--- config.mk ---
export PLATFORM = sky130hd
export DESIGN_NAME = tdm_demux_1in_4out
export DESIGN_NICKNAME = d
export VERILOG_FILES = /design/src/rtl/tdm_demux_1in_4out_pkg.sv /design/src/rtl/tdm_demux_1in_4out_slot_counter.sv /design/src/rtl/tdm_demux_1in_4out.sv
export SDC_FILE = /design/constraint.sdc
export NUM_CORES = 1
export LEC_CHECK = 0
export BUFFER_PORTS_ARGS = -buffer_cell sky130_fd_sc_hd__buf_2
export CAP_MARGIN = 5
export CORE_AREA = 2 2 39 41
export DETAILED_ROUTE_END_ITERATION = 8
export DIE_AREA = 0 0 41 43
export PLACE_DENSITY_LB_ADDON = 0.12
export SLEW_MARGIN = 20
export SYNTH_ARGS = -nofsm -noshare
export SYNTH_HDL_FRONTEND = slang
export SYNTH_SLANG_ARGS = --single-unit
--- constraint.sdc ---
create_clock -name clk -period 4.1 [get_ports clk]
set_input_delay 1.23 -clock clk [delete_from_list [all_inputs] [get_ports clk]]
set_output_delay 1.23 -clock clk [all_outputs]
set_load 0.02 [all_outputs]
--- src/rtl/tdm_demux_1in_4out_pkg.sv ---
// Shared definitions for the 4-slot TDM demultiplexer: slot geometry,
// FSM state encoding and a small slot-index helper.
package tdm_demux_1in_4out_pkg;

    localparam int NSLOT  = 4;
    localparam int SLOT_W = 2;

    localparam logic [SLOT_W-1:0] FIRST_SLOT = 2'd0;
    localparam logic [SLOT_W-1:0] LAST_SLOT  = 2'(NSLOT - 1);

    typedef enum logic {
        HUNT   = 1'b0,
        LOCKED = 1'b1
    } state_t;

    // Next slot index with natural 2-bit wrap (3 -> 0).
    function automatic logic [SLOT_W-1:0] slot_inc(input logic [SLOT_W-1:0] slot);
        return slot + 2'd1;
    endfunction

endpackage

--- src/rtl/tdm_demux_1in_4out_slot_counter.sv ---
// Slot counter for the TDM demultiplexer: holds the index of the slot the
// next accepted sample goes to. Clear wins over a sync load, which wins over
// a plain advance.
module tdm_demux_1in_4out_slot_counter
    import tdm_demux_1in_4out_pkg::*;
(
    input  logic              clk,
    input  logic              rst_n,
    input  logic              clear,
    input  logic              load_one,
    input  logic              advance,
    output logic [SLOT_W-1:0] sel
);

    // Slot index register: a sync-marked sample occupies slot 0, so the
    // following sample lands in slot 1.
    always_ff @(posedge clk or negedge rst_n) begin
        if (!rst_n) begin
            sel <= FIRST_SLOT;
        end else if (clear) begin
            sel <= FIRST_SLOT;
        end else if (load_one) begin
            sel <= 2'd1;
        end else if (advance) begin
            sel <= slot_inc(sel);
        end
    end

endmodule

--- src/rtl/tdm_demux_1in_4out.sv ---
// Receive side of a 4-into-1 TDM link. Samples are collected into a shadow
// buffer and all four channels are published to Q together once a complete,
// correctly aligned frame has been received.
module tdm_demux_1in_4out
    import tdm_demux_1in_4out_pkg::*;
#(
    parameter int WIDTH = 1
) (
    input  logic                   clk,
    input  logic                   rst_n,
    input  logic [WIDTH-1:0]       D,
    input  logic                   valid_in,
    input  logic                   sync,
    output logic [NSLOT*WIDTH-1:0] Q,
    output logic                   frame_valid,
    output logic [SLOT_W-1:0]      sel,
    output logic                   locked,
    output logic                   sync_err
);

    state_t            state;
    state_t            state_next;

    // Slot 3 never needs storage: it is taken straight from D on the
    // publishing edge, so only slots 0..2 are buffered.
    logic [WIDTH-1:0]  shadow [0:NSLOT-2];

    logic              wr_en;
    logic [SLOT_W-1:0] wr_idx;
    logic              publish;
    logic              err_next;
    logic              cnt_clear;
    logic              cnt_load;
    logic              cnt_advance;

    tdm_demux_1in_4out_slot_counter u_slot_counter (
        .clk      (clk),
        .rst_n    (rst_n),
        .clear    (cnt_clear),
        .load_one (cnt_load),
        .advance  (cnt_advance),
        .sel      (sel)
    );

    // Frame-alignment FSM state register.
    always_ff @(posedge clk or negedge rst_n) begin
        if (!rst_n) begin
            state <= HUNT;
        end else begin
            state <= state_next;
        end
    end

    // Next-state decode plus per-sample buffer, publish and error controls.
    always_comb begin
        state_next  = state;
        wr_en       = 1'b0;
        wr_idx      = FIRST_SLOT;
        publish     = 1'b0;
        err_next    = 1'b0;
        cnt_clear   = 1'b0;
        cnt_load    = 1'b0;
        cnt_advance = 1'b0;
        if (valid_in) begin
            unique case (state)
                HUNT: begin
                    if (sync) begin
                        wr_en      = 1'b1;
                        cnt_load   = 1'b1;
                        state_next = LOCKED;
                    end
                end
                LOCKED: begin
                    if (sync) begin
                        err_next = (sel != FIRST_SLOT);
                        wr_en    = 1'b1;
                        cnt_load = 1'b1;
                    end else if (sel == FIRST_SLOT) begin
                        err_next   = 1'b1;
                        cnt_clear  = 1'b1;
                        state_next = HUNT;
                    end else begin
                        cnt_advance = 1'b1;
                        if (sel == LAST_SLOT) begin
                            publish = 1'b1;
                        end else begin
                            wr_en  = 1'b1;
                            wr_idx = sel;
                        end
                    end
                end
                default: begin
                    state_next = HUNT;
                end
            endcase
        end
    end

    // Shadow buffer: collects slots 0..2 of the frame in progress.
    always_ff @(posedge clk or negedge rst_n) begin
        if (!rst_n) begin
            for (int i = 0; i < NSLOT - 1; i++) begin
                shadow[i] <= '0;
            end
        end else if (wr_en) begin
            shadow[wr_idx] <= D;
        end
    end

    // Output bank: Q only ever changes as a whole frame, alongside the
    // one-cycle frame_valid and sync_err pulses.
    always_ff @(posedge clk or negedge rst_n) begin
        if (!rst_n) begin
            Q           <= '0;
            frame_valid <= 1'b0;
            sync_err    <= 1'b0;
        end else begin
            frame_valid <= publish;
            sync_err    <= err_next;
            if (publish) begin
                Q <= {D, shadow[2], shadow[1], shadow[0]};
            end
        end
    end

    assign locked = (state == LOCKED);

endmodule

* After elaboration in Yosys (flattened, before gate mapping)
Index checks and enable logic that the tools add are counted.
** Operators by class
- Add/sub/neg operators :: 1
- $lt $le $gt $ge :: 2
- Equal/unequal tests :: 1
- Multiplexer cells :: 36
- Bitwise gates (word level) :: 2
- Reductions and logical operators :: 4
** Operators by type and width (count)
- $mux 1 :: 24
- $mux 2 :: 8
- $pmux 1 s2 :: 2
- $bwmux 3 :: 1
- $ge 3x3->1 const B :: 1
- $lt 3x1->1 const B :: 1
- $not 2->3 :: 1
- $reduce_bool 3->1 :: 1
- $add 2x1->2 const B :: 1
- $demux 1 s2 :: 1
- $eq 2x2->1 const B :: 1
- $logic_not 2->1 :: 1
- $reduce_bool 2->1 :: 1
- $logic_and 1x1->1 :: 1
- $not 1->1 :: 1
** Word-level totals
- Register bits after elaboration :: 12
- Input port bits :: 5
- Output and inout bits :: 9
- Logic and storage cells :: 54

* Logic depth before layout (Yosys ltp)
- Word-level depth :: 12
- Mapped depth :: 7
- Gate-level depth less buffers :: 7

* Cells and area by module
Synthesis repeated with hierarchy kept, for this count alone.
** Second synthesis, totals
- Cells, all modules :: 48
- Area, all modules :: 599.3 um2
** Modules (own cells, without submodules)
- tdm_demux_1in_4out :: times used 1, cells each 40, area each 501.7 um2, seq. area each 250.2 um2
- tdm_demux_1in_4out_slot_counter :: times used 1, cells each 8, area each 97.6 um2, seq. area each 50.0 um2

* Worst setup path after synthesis
No wires, ideal clock.
- Path kind :: in2reg
- From :: in valid_in
- To :: reg shadow[0] (netlist bit)
- Library setup time :: 128 ps
- Arrival :: 1975 ps
- Data required time :: 3972 ps
- Setup slack :: 1997 ps
- Stages :: 4
- Buffers on the path :: 1
- Path through :: buf_4 -> nand4b_4 -> nor3b_2 -> mux2_1
** Between the ends
- Cells in the longest elaborated chain, start to end :: 7
- Elaborated cells on any way between the ends :: 9
- Classes of those cells :: order compare: 2; mux: 5; bitwise: 1; reduce/logical: 1
** Ends and longest elaborated chain
- start, declared :: line tdm_demux_1in_4out.sv:12 : input logic valid_in,
- $mux 2 :: line tdm_demux_1in_4out.sv:64 : if (valid_in) begin
- $not 2->3 (implied by the code) :: line tdm_demux_1in_4out.sv:106 : shadow[wr_idx] <= D;
- $ge 3x3->1 (implied by the code) / $lt 3x1->1 (equally long branches) :: line tdm_demux_1in_4out.sv:106
- $logic_and 1x1->1 (implied by the code) :: line tdm_demux_1in_4out.sv:106
- $mux 1 (implied by the code) :: line tdm_demux_1in_4out.sv:106
- $demux 1 s2 :: line tdm_demux_1in_4out.sv:106
- $bwmux 3 :: line tdm_demux_1in_4out.sv:106
- end signal, assigned by index :: line tdm_demux_1in_4out.sv:103 : shadow[i] <= '0;
- end signal, assigned by index :: line tdm_demux_1in_4out.sv:106
- end, declared :: line tdm_demux_1in_4out.sv:26 : logic [WIDTH-1:0] shadow [0:NSLOT-2];
Several ways; a longest one is shown, not always the timed one.
A chain may end at the register's enable or synchronous reset.

* Final worst setup path
- From :: reg state, in the netlist locked
- To :: out locked
** RTL lines
- start, declared :: line tdm_demux_1in_4out.sv:21 : state_t state;
- start signal, assigned :: line tdm_demux_1in_4out.sv:50 : state <= state_next;
- end, declared :: line tdm_demux_1in_4out.sv:17 : output logic locked,
No word-level cell between the ends.

==> run_results.csv <==
group,metric,value,unit
outcome,status,"finished clean",
drt,vias,432,
worst_setup_path,cp-end-kind,"output port",
drt,drtAntennaViolNets,0,
sta,fmax,0.430,GHz
place,dpl.hpwl,877,um
floorplanning,die_width,41,um
layout,num_antenna_cells,0,
floorplanning,die_h,43,um
sta,hold_ws,0.485,ns
synthesis,synth_cell_type_count,19,
min_path,hold_end,"shadow[0]$_DFFE_PN0P_",
min_path,hold_start,"shadow[0]$_DFFE_PN0P_",
drt,drt_iter0_drc,0,
floorplanning,core_area,0.00138,mm^2
layout,nets,77,
drt,drc,0,
synthesis,synthesis.nets,61,
clock_tree,clkSinkCount,12,
grt,gr-total-overflow,0,
clock_tree,htree_levels,1,
grt,grt_max_degree,13,
clock_tree,cts-root-buf,"clkbuf_4",
worst_setup_path,cp_num_buf_inv,1,
layout,regArea,300,um^2
sta,fin_worst_skew,0.000866,ns
synthesis,synthCells,50,
worst_setup_path,critical_path.top_delay_family,"flip-flops",
worst_setup_path,cp_max_fo,12,
drt,wl,1080,um
power,p_leak,0.388,nW
clock_tree,cts_resized,0,
sta,finalHoldViolCount,0,
sta,setup_tns,0,ns
clock_tree,ctsLongestPathBuffers,2,
sta,drv_slew,0,
floorplanning,rows,14,
synthesis,syn_area_per_cell,12.9,um^2
clock_tree,insertion_delay,0.26,ns
worst_setup_path,cp_cell_sequence,"buf_2",
drt,drt-pass1-iter-count,1,
floorplanning,ios,14,
layout,fin_util,0.540,
sta,slew_headroom,0.734,
synthesis,synth-seq-cells,12,
power,ir_worst_vdd,0.000269,V
worst_setup_path,slowest_delay,0.59,ns
drt,viasPerCell,5.33,
synthesis,seq_area_frac_synth,0.466,
grt,track_usage,0.171,
worst_setup_path,r2r_setup_slack,2.40,ns
grt,grt_pass1_wl,2060,um
grt,grt_pass1_vias,464,
drt,post_drt_wl_per_cell,13.4,um
floorplanning,initial_utilization,0.466,
worst_setup_path,critPathSlowestCell,"dfrtp_1",
floorplanning,die-area,0.00176,mm^2
sta,tightestPinTransition,0.399,ns
layout,synthToLayoutAreaGrowth,15.9,%
layout,multi_input_area,307,um^2
power,powerDensity,703,mW/mm^2
worst_setup_path,arrival,1.09,ns
clock_tree,cts_setup_buffers,0,
synthesis,ys_warn_count,0,
job,maxCapViolCount,0,
power,p_total,0.525,mW
place,portBuffers,13,
synthesis,syn_area,644,um^2
clock_tree,cts_hold_buf,0,
min_path,hp-class,"flop to flop",
place,place_ws,1.86,ns
worst_setup_path,cp.required,2.87,ns
sta,rsz0062_at_grt,"false",
clock_tree,cts_tree,"yes",
sta,fin_crit,2.32,ns
clock_tree,clkTransAtPathRegs,0.07,ns
worst_setup_path,worst_setup_path_start_kind,"flop",
min_path,hold_depth,1,
sta,post-route-period-util,0.567,
layout,fill_cells,120,
worst_setup_path,reg2reg_from,"u_slot_counter.sel[0]$_DFFE_PN0P_",
clock_tree,cts_buffers,3,
worst_setup_path,critical_path_class,"flop to output port",
sta,worst_slack,1.78,ns
layout,drive_above_1_share,0.338,
grt,antenna_found_initial,0,
worst_setup_path,timing.rr.end,"shadow[2]$_DFFE_PN0P_",
sta,setup_viol,0,
place,gp_congestion,0.699,
worst_setup_path,reg2reg_depth,5,
==> cell usage after synthesis, drive strengths merged <==
cell type   n  share of area
dfrtp      12           0.47
mux2        7           0.12
ha          6           0.12
inv         5          0.029
a21oi       4          0.031
a31oi       3          0.029
buf         2          0.029
nor3b       2          0.039
a21o        1          0.012
a31o        1          0.014
and3        1         0.0097
and4bb      1          0.019
nand2       1         0.0058
nand4       1          0.019
nand4b      1          0.037
o21ai       1         0.0078
o2bb2ai     1          0.014
==> placed cells by master, fill, tap and decap left out, types with 2 or more instances in the layout <==
cell,count
a31oi_1,3
inv_1,4
clkbuf_4,3
mux2_1,7
dfrtp_1,12
a21oi_1,4
ha_1,6
nor3b_2,2
buf_2,13
==> registers in the layout, indices dropped and copies added (netlist names) <==
register            cells
Q                       4
shadow                  3
u_slot_counter.sel      2
frame_valid             1
locked                  1
sync_err                1
==> per-layer routing <==
metal  global-route usage  wire (um)  part of all wire
met1                0.232        495              0.46
met2                0.253        530              0.49
met3               0.0471         56             0.052
met4               0.0600          0                 0
met5                    0          0                 0
==> through the flow <==
| step | instance area (um^2) | instances |
|---|---|---|
| 2_1_floorplan | 644 | 50 |
| 3_3_place_gp | 711 | 77 |
| 3_5_place_dp | 711 | 77 |
| 4_1_cts | 747 | 81 |
| 5_1_grt | 747 | 81 |
| 6_report | 747 | 81 |
==> report_power, final <==
part | internal [mW] | switching [mW]
combinational | 0.0994 | 0.128
clock | 0.0538 | 0.0372
sequential | 0.166 | 0.0410
total | 0.319 | 0.206
==> worst max path at each step <==
stage                             startpoint                    end  slack, ns  depth (start not counted)
after floorplan                     valid_in  shadow[0]$_DFFE_PN0P_       2.00                          4
after global placement              valid_in  shadow[0]$_DFFE_PN0P_       1.87                          4
after detailed placement            valid_in  shadow[0]$_DFFE_PN0P_       1.86                          4
after CTS                 locked$_DFFE_PN0P_                 locked       1.76                          1
after global routing      locked$_DFFE_PN0P_                 locked       1.70                          1
final                     locked$_DFFE_PN0P_                 locked       1.78                          1
==> cells by family after synthesis <==
logic type,share of synthesized area
AND/OR/NAND/NOR,0.130
multiplexers,0.122
AO/OA/AOI/OAI,0.107
flip-flops,0.466
buffers and inverters,0.0582
adder cells (fa/ha/maj),0.117
==> cell type report <==
cell class	instances	area share
clock buffer	4	0.0486
sequential	12	0.402
multi-input combinational	31	0.410
inverter	5	0.0251
timing repair buffer	13	0.0871
tap	16	0.0268
Note: power is estimated with default switching activity, not from simulation.
